**src/rtl/atmega_pio_pcint_if.sv**
```systemverilog
// CPU I/O bus plus data-space bus for the PIO/pin-change block; master drives strobes, slave returns read data.
interface atmega_pio_pcint_if #(
  parameter int BUS_ADDR_DATA_LEN = 16
);
  logic [BUS_ADDR_DATA_LEN-1:0] addr;
  logic                         wr;
  logic                         rd;
  logic [7:0]                   bus_in;
  logic [7:0]                   bus_out;
  logic [7:0]                   addr_dat;
  logic                         wr_dat;
  logic                         rd_dat;
  logic [7:0]                   bus_dat_in;
  logic [7:0]                   bus_dat_out;

  modport master (
    output addr, wr, rd, bus_in, addr_dat, wr_dat, rd_dat, bus_dat_in,
    input  bus_out, bus_dat_out
  );

  modport slave (
    input  addr, wr, rd, bus_in, addr_dat, wr_dat, rd_dat, bus_dat_in,
    output bus_out, bus_dat_out
  );
endinterface

```
**src/rtl/atmega_pio_pcint.sv**
```systemverilog
// GPIO port with PORT/DDR/PIN, PIN-write toggle and pin-change interrupt; writes land next edge, reads are combinational, no backpressure.
// ATMEGA_PIO_SYNC_EN adds a 2-flop input synchronizer (PIN latency 2 cycles instead of 0).
module atmega_pio_pcint #(
  parameter int         BUS_ADDR_DATA_LEN = 16,
  parameter int         WIDTH             = 8,
  parameter int         PORT_ADDR         = 0,
  parameter int         DDR_ADDR          = 1,
  parameter int         PIN_ADDR          = 2,
  parameter int         PCMSK_ADDR        = 3,
  parameter int         PCIFR_ADDR        = 4,
  parameter int         DATA_OFFSET       = 'h20,
  parameter logic [7:0] PCINT_RST_MASK    = 8'h00
) (
  input  logic                 clk,
  input  logic                 rst,
  atmega_pio_pcint_if.slave    bus,
  input  logic [WIDTH-1:0]     io_in,
  output logic [WIDTH-1:0]     io_out,
  output logic [WIDTH-1:0]     io_oe,
  output logic                 irq,
  input  logic                 irq_ack
);

  localparam int NREG = 5;
  // select bit order: 0 PORT, 1 DDR, 2 PIN, 3 PCMSK, 4 PCIFR
  typedef logic [NREG-1:0] sel_t;

  function automatic sel_t dec_io(input logic [BUS_ADDR_DATA_LEN-1:0] a);
    sel_t s;
    s[0] = (a == BUS_ADDR_DATA_LEN'(PORT_ADDR));
    s[1] = (a == BUS_ADDR_DATA_LEN'(DDR_ADDR));
    s[2] = (a == BUS_ADDR_DATA_LEN'(PIN_ADDR));
    s[3] = (a == BUS_ADDR_DATA_LEN'(PCMSK_ADDR));
    s[4] = (a == BUS_ADDR_DATA_LEN'(PCIFR_ADDR));
    return s;
  endfunction

  function automatic sel_t dec_dat(input logic [7:0] a);
    sel_t s;
    s[0] = (a == 8'(PORT_ADDR + DATA_OFFSET));
    s[1] = (a == 8'(DDR_ADDR + DATA_OFFSET));
    s[2] = (a == 8'(PIN_ADDR + DATA_OFFSET));
    s[3] = (a == 8'(PCMSK_ADDR + DATA_OFFSET));
    s[4] = (a == 8'(PCIFR_ADDR + DATA_OFFSET));
    return s;
  endfunction

  logic [WIDTH-1:0] port_r, ddr_r, pcmsk_r, pin_q, prev, chg, wdat;
  logic             pcif, pcif_clr;
  logic [7:0]       wdata, io_val, dat_val;
  logic [7:0]       reg_val [NREG];
  sel_t             io_sel, dat_sel, wsel;

`ifdef ATMEGA_PIO_SYNC_EN
  logic [WIDTH-1:0] sync1, sync2;

  always_ff @(posedge clk or posedge rst) begin
    if (rst) begin
      sync1 <= '0;
      sync2 <= '0;
    end else begin
      sync1 <= io_in;
      sync2 <= sync1;
    end
  end

  assign pin_q = sync2;
`else
  assign pin_q = rst ? '0 : io_in;
`endif

  assign io_sel  = dec_io(bus.addr);
  assign dat_sel = dec_dat(bus.addr_dat);

  // The I/O bus wins when both buses write in the same cycle.
  assign wsel  = bus.wr ? io_sel : (bus.wr_dat ? dat_sel : '0);
  assign wdata = bus.wr ? bus.bus_in : bus.bus_dat_in;
  assign wdat  = wdata[WIDTH-1:0];

  assign chg      = (pin_q ^ prev) & pcmsk_r;
  assign pcif_clr = irq_ack | (wsel[4] & wdata[0]);

  always_ff @(posedge clk or posedge rst) begin
    if (rst) begin
      port_r  <= '0;
      ddr_r   <= '0;
      pcmsk_r <= PCINT_RST_MASK[WIDTH-1:0];
      pcif    <= 1'b0;
      prev    <= '0;
    end else begin
      prev <= pin_q;
      if (wsel[0])
        port_r <= wdat;
      else if (wsel[2])
        port_r <= port_r ^ wdat;
      if (wsel[1])
        ddr_r <= wdat;
      if (wsel[3])
        pcmsk_r <= wdat;
      // A new change beats a simultaneous clear so no edge is lost.
      if (|chg)
        pcif <= 1'b1;
      else if (pcif_clr)
        pcif <= 1'b0;
    end
  end

  assign reg_val[0] = 8'(port_r);
  assign reg_val[1] = 8'(ddr_r);
  assign reg_val[2] = 8'(pin_q);
  assign reg_val[3] = 8'(pcmsk_r);
  assign reg_val[4] = {7'b0, pcif};

  always_comb begin
    io_val  = '0;
    dat_val = '0;
    for (int i = 0; i < NREG; i++) begin
      if (io_sel[i])
        io_val = io_val | reg_val[i];
      if (dat_sel[i])
        dat_val = dat_val | reg_val[i];
    end
  end

  assign bus.bus_out     = (bus.rd && !rst) ? io_val : 8'h00;
  assign bus.bus_dat_out = (bus.rd_dat && !rst) ? dat_val : 8'h00;

  assign io_out = ddr_r & port_r;
  assign io_oe  = ddr_r;
  assign irq    = pcif;

endmodule

```
**src/flat_wrapper.sv**
```systemverilog
// flat-port wrapper written by rule: the top's interface ports become plain ports
module atmega_pio_pcint_flat 
#(
  parameter int         BUS_ADDR_DATA_LEN = 16,
  parameter int         WIDTH             = 8,
  parameter int         PORT_ADDR         = 0,
  parameter int         DDR_ADDR          = 1,
  parameter int         PIN_ADDR          = 2,
  parameter int         PCMSK_ADDR        = 3,
  parameter int         PCIFR_ADDR        = 4,
  parameter int         DATA_OFFSET       = 'h20,
  parameter logic [7:0] PCINT_RST_MASK    = 8'h00
)
  (clk, rst, io_in, io_out, io_oe, irq, irq_ack, bus_addr, bus_wr, bus_rd, bus_bus_in, bus_addr_dat, bus_wr_dat, bus_rd_dat, bus_bus_dat_in, bus_bus_out, bus_bus_dat_out);
  atmega_pio_pcint_if #(.BUS_ADDR_DATA_LEN(BUS_ADDR_DATA_LEN)) bus_i ();
  input  logic clk;
  input  logic rst;
  input  logic [WIDTH-1:0] io_in;
  output logic [WIDTH-1:0] io_out;
  output logic [WIDTH-1:0] io_oe;
  output logic irq;
  input  logic irq_ack;
  input wire logic [$bits(bus_i.addr)-1:0] bus_addr;
  input wire logic [$bits(bus_i.wr)-1:0] bus_wr;
  input wire logic [$bits(bus_i.rd)-1:0] bus_rd;
  input wire logic [$bits(bus_i.bus_in)-1:0] bus_bus_in;
  input wire logic [$bits(bus_i.addr_dat)-1:0] bus_addr_dat;
  input wire logic [$bits(bus_i.wr_dat)-1:0] bus_wr_dat;
  input wire logic [$bits(bus_i.rd_dat)-1:0] bus_rd_dat;
  input wire logic [$bits(bus_i.bus_dat_in)-1:0] bus_bus_dat_in;
  output wire logic [$bits(bus_i.bus_out)-1:0] bus_bus_out;
  output wire logic [$bits(bus_i.bus_dat_out)-1:0] bus_bus_dat_out;
  assign bus_i.addr = bus_addr;
  assign bus_i.wr = bus_wr;
  assign bus_i.rd = bus_rd;
  assign bus_i.bus_in = bus_bus_in;
  assign bus_i.addr_dat = bus_addr_dat;
  assign bus_i.wr_dat = bus_wr_dat;
  assign bus_i.rd_dat = bus_rd_dat;
  assign bus_i.bus_dat_in = bus_bus_dat_in;
  assign bus_bus_out = bus_i.bus_out;
  assign bus_bus_dat_out = bus_i.bus_dat_out;
  atmega_pio_pcint #(.BUS_ADDR_DATA_LEN(BUS_ADDR_DATA_LEN), .WIDTH(WIDTH), .PORT_ADDR(PORT_ADDR), .DDR_ADDR(DDR_ADDR), .PIN_ADDR(PIN_ADDR), .PCMSK_ADDR(PCMSK_ADDR), .PCIFR_ADDR(PCIFR_ADDR), .DATA_OFFSET(DATA_OFFSET), .PCINT_RST_MASK(PCINT_RST_MASK)) u_core (.clk(clk), .rst(rst), .bus(bus_i), .io_in(io_in), .io_out(io_out), .io_oe(io_oe), .irq(irq), .irq_ack(irq_ack));
endmodule
```
**config.mk**
```make
export PLATFORM = sky130hd
export DESIGN_NAME = atmega_pio_pcint_flat
export DESIGN_NICKNAME = d
export VERILOG_FILES = /design/src/rtl/atmega_pio_pcint_if.sv /design/src/rtl/atmega_pio_pcint.sv /design/src/flat_wrapper.sv
export SDC_FILE = /design/constraint.sdc
export NUM_CORES = 1
export LEC_CHECK = 0
export BUFFER_PORTS_ARGS = -buffer_cell sky130_fd_sc_hd__buf_2
export CORE_ASPECT_RATIO = 0.8
export CORE_UTILIZATION = 54
export DETAILED_ROUTE_END_ITERATION = 10
export PLACE_DENSITY = 0.89
export REMOVE_ABC_BUFFERS = 1
export SETUP_SLACK_MARGIN = 0.4
export SLEW_MARGIN = 10
export SYNTH_ARGS = -nofsm -noshare
export SYNTH_HDL_FRONTEND = slang
export SYNTH_SLANG_ARGS = --single-unit
```
**constraint.sdc**
```tcl
create_clock -name clk -period 7.8 [get_ports clk]
set_input_delay 1.56 -clock clk [delete_from_list [all_inputs] [get_ports clk]]
set_output_delay 1.56 -clock clk [all_outputs]
set_load 0.01 [all_outputs]
```
==> flow_summary.yaml <==
setup_path:
  critical-path-top-delay-family: "buffers and inverters"
  crit_cells: 8
  critPathMaxStageDelay_ns: 0.51
  critPathSlowestCell: "nor2_1"
  r2r_cells: 4
  criticalPathCategory: "in2out"
  critPathBufInv: 4
  end_kind: "primary output"
  critical_path.startpoint_type: "input port"
  crit_arrival_ns: 3.54
  cp.required_ns: 6.24
  worstPathCellList: "buf_2, inv_1, buf_4, nand2_1, nor2_1, nand2_1, o21ai_2, buf_2"
  crit_fanout: 23
floorplan:
  fp-row-count: 21
  core_um2: 4200
  pin_count: 88
  die_y_um: 61.3
  initial_core_util_pct: 56.4
  fp.dieArea_um2: 4660
  die_x_um: 76.1
clock_tree:
  clockBufferDepth: 2
  cts_hold_buffers: 0
  cts_tree: "done"
  clk_latency_ns: 0.28
  cts_resized: 0
  cts_root_buf: "clkbuf_8"
  post-cts-setup-buffers: 0
  clk_pin_slew_ns: 0.07
  numClockSinks: 33
  cts-buffers-inserted: 5
  htreeDepth: 2
power_and_ir_drop:
  p_sw_mw: 0.113
  clkPwrFrac_pct: 34.7
  vdd_drop_max_uv: 115
  swShare_pct: 27.9
  power.leakage_nw: 1.48
  power_density_nw_per_um2: 137
  seqPwrFrac_pct: 47.3
  p_int_mw: 0.291
  p_comb_share_pct: 17.9
global_route:
  track_usage_pct: 29.1
  grt_pass1_wl_mm: 10.2
  grt_pass1_vias: 2065
  gr-total-overflow: 0
  antenna_found_initial: 0
  grt_max_degree: 24
synth:
  avgSynthCellArea_um2: 9.27
  ys_top_cells_by_area: "dfrtp_1 (35%), mux2i_1 (9.7%), a21oi_1 (4.4%), o31ai_4 (3.6%), nor2_1 (3.2%)"
  syn_area_um2: 2370
  ys_seq_area_share_pct: 34.8
  synth_top_cell_area_share_pct: 34.8
  ys_warn_count: 0
  ys.flop_type: "dfrtp_1"
  ys_seq_elements: 33
  syn_inst: 256
  synth_top_area_cell: "dfrtp_1"
  synth-async-reset-ratio_pct: 100
  synth_enable_flop_cells: 0
  synth_cell_types: 41
finish:
  diodes: 0
  mostFrequentLayoutCells: "buf_2 (87), dfrtp_1 (33), mux2i_1 (23)"
  mostFrequentLayoutCell: "buf_2"
  area_delta_synth_final_pct: 24.1
  fill_cells: 344
  drive_gt1_share_pct: 35.3
  final_util_pct: 70.0
  final_nets: 397
routing:
  vias: 2334
  vias_per_cell: 5.84
  first_iter_violations: 112
  wirelength_mm: 6.59
  ant_nets: 0
  drc: 0
  wl_per_cell_um: 16.5
  firstDrtPassIters: 5
run:
  max-cap-violations: 0
sta:
  tns_ns: 0
  slew_viol_final: 0
  min_period_ns: 5.10
  min_period_over_period_pct: 65.3
  tightest_slew_ns: 0.819
  hold_violations: 0
  max_slew_margin_pct: 45.3
  setup_violations: 0
  grt_setup_unrepaired: "false"
  max_freq_mhz: 196
  fin_skew_ns: 0.00322
min_path:
  hp-class: "reg2reg"
  min_delay_path_depth: 1
placement:
  dpl.hpwl_mm: 4.76
  port-buffer-count: 87
  gp_congestion: 0.865
run_status:
  status: "complete, no violations"
cell usage after synthesis (3+ instances only):
cell	instances
o21ai_2	7
nand4_1	4
inv_1	11
buf_2	3
mux2i_1	23
nand2_1	14
a21oi_1	21
nor3_1	11
nand3_1	12
o31ai_4	4
o21ai_0	8
nor2_1	20
and2_1	9
dfrtp_1	33
a21o_1	8
xor2_1	8
a221oi_1	4
a22oi_1	7
clkbuf_1	5
a22o_1	7
nor2b_1	11
registers in the layout (all words and copies together), names as in the netlist:
register	count
u_core.io_oe	8
u_core.pcmsk_r	8
u_core.port_r	8
u_core.prev	8
u_core.irq	1
final timing paths:
| kind | slack, ns | endpoint | start |
|---|---|---|---|
| max reg2reg | 6.32 | u_core.irq | u_core.prev[7] |
| min in group asynchronous | 1.38 | u_core.prev[4] | rst |
| min reg2reg | 0.56 | u_core.port_r[0] | u_core.port_r[0] |
| min | 0.56 | u_core.port_r[0] | u_core.port_r[0] |
| max | 2.70 | bus_bus_out[6] | rst |
| max in group asynchronous | 5.74 | u_core.pcmsk_r[1] | rst |
logic make-up after synthesis:
family | count (synthesis) | share of synthesized area [%]
xor gates and xnor gates | 8 | 2.95
DFF | 33 | 34.8
buffers and inverters | 22 | 4.27
muxes | 25 | 11.1
and+or+nand+nor | 93 | 22.6
AOI/OAI and AO/OA | 75 | 24.2
power groups by stage:
stage / Combinational [mW] / Clock (mW) / Sequential (mW)
after floorplan: 0.0359 / 0 / 0.193
after global placement: 0.0695 / 0 / 0.193
after detailed placement: 0.0716 / 0 / 0.194
after CTS: 0.0722 / 0.142 / 0.190
after global routing: 0.0792 / 0.148 / 0.192
final: 0.0723 / 0.140 / 0.191
per-stage QoR:
step           cell area, um2  std cells  worst slack [ns]  hold slack (ns)  power, mW
2_1_floorplan            2310        245              3.11            0.504      0.229
3_3_place_gp             2840        392              2.75            0.533      0.263
3_5_place_dp             2840        392              2.63            0.541      0.265
4_1_cts                  2940        400              2.63            0.557      0.404
5_1_grt                  2940        400              2.44            0.583      0.419
6_report                 2940        400              2.70            0.564      0.404
metal layers:
layer | track usage, % | part of all wire, % | vias up
met5 | 0 | 0 | -
met4 | 11.8 | 1.6 | 0
li1 | - | - | 1112
met3 | 5.78 | 8.0 | 15
met2 | 51.6 | 48 | 121
met1 | 36.2 | 42 | 1086
area by class of cell:
class	count	area (um2)	share of cell area (%)
repair buffers	90	458	15.6
multi-input cells	201	1450	49.1
flip-flops and latches	33	826	28.1
clock buffers	7	96.3	3.27
clock inverters	1	5.00	0.170
inverters	11	41.3	1.40
well taps	57	71.3	2.42
No activity file was read; power rests on OpenSTA's default activity.
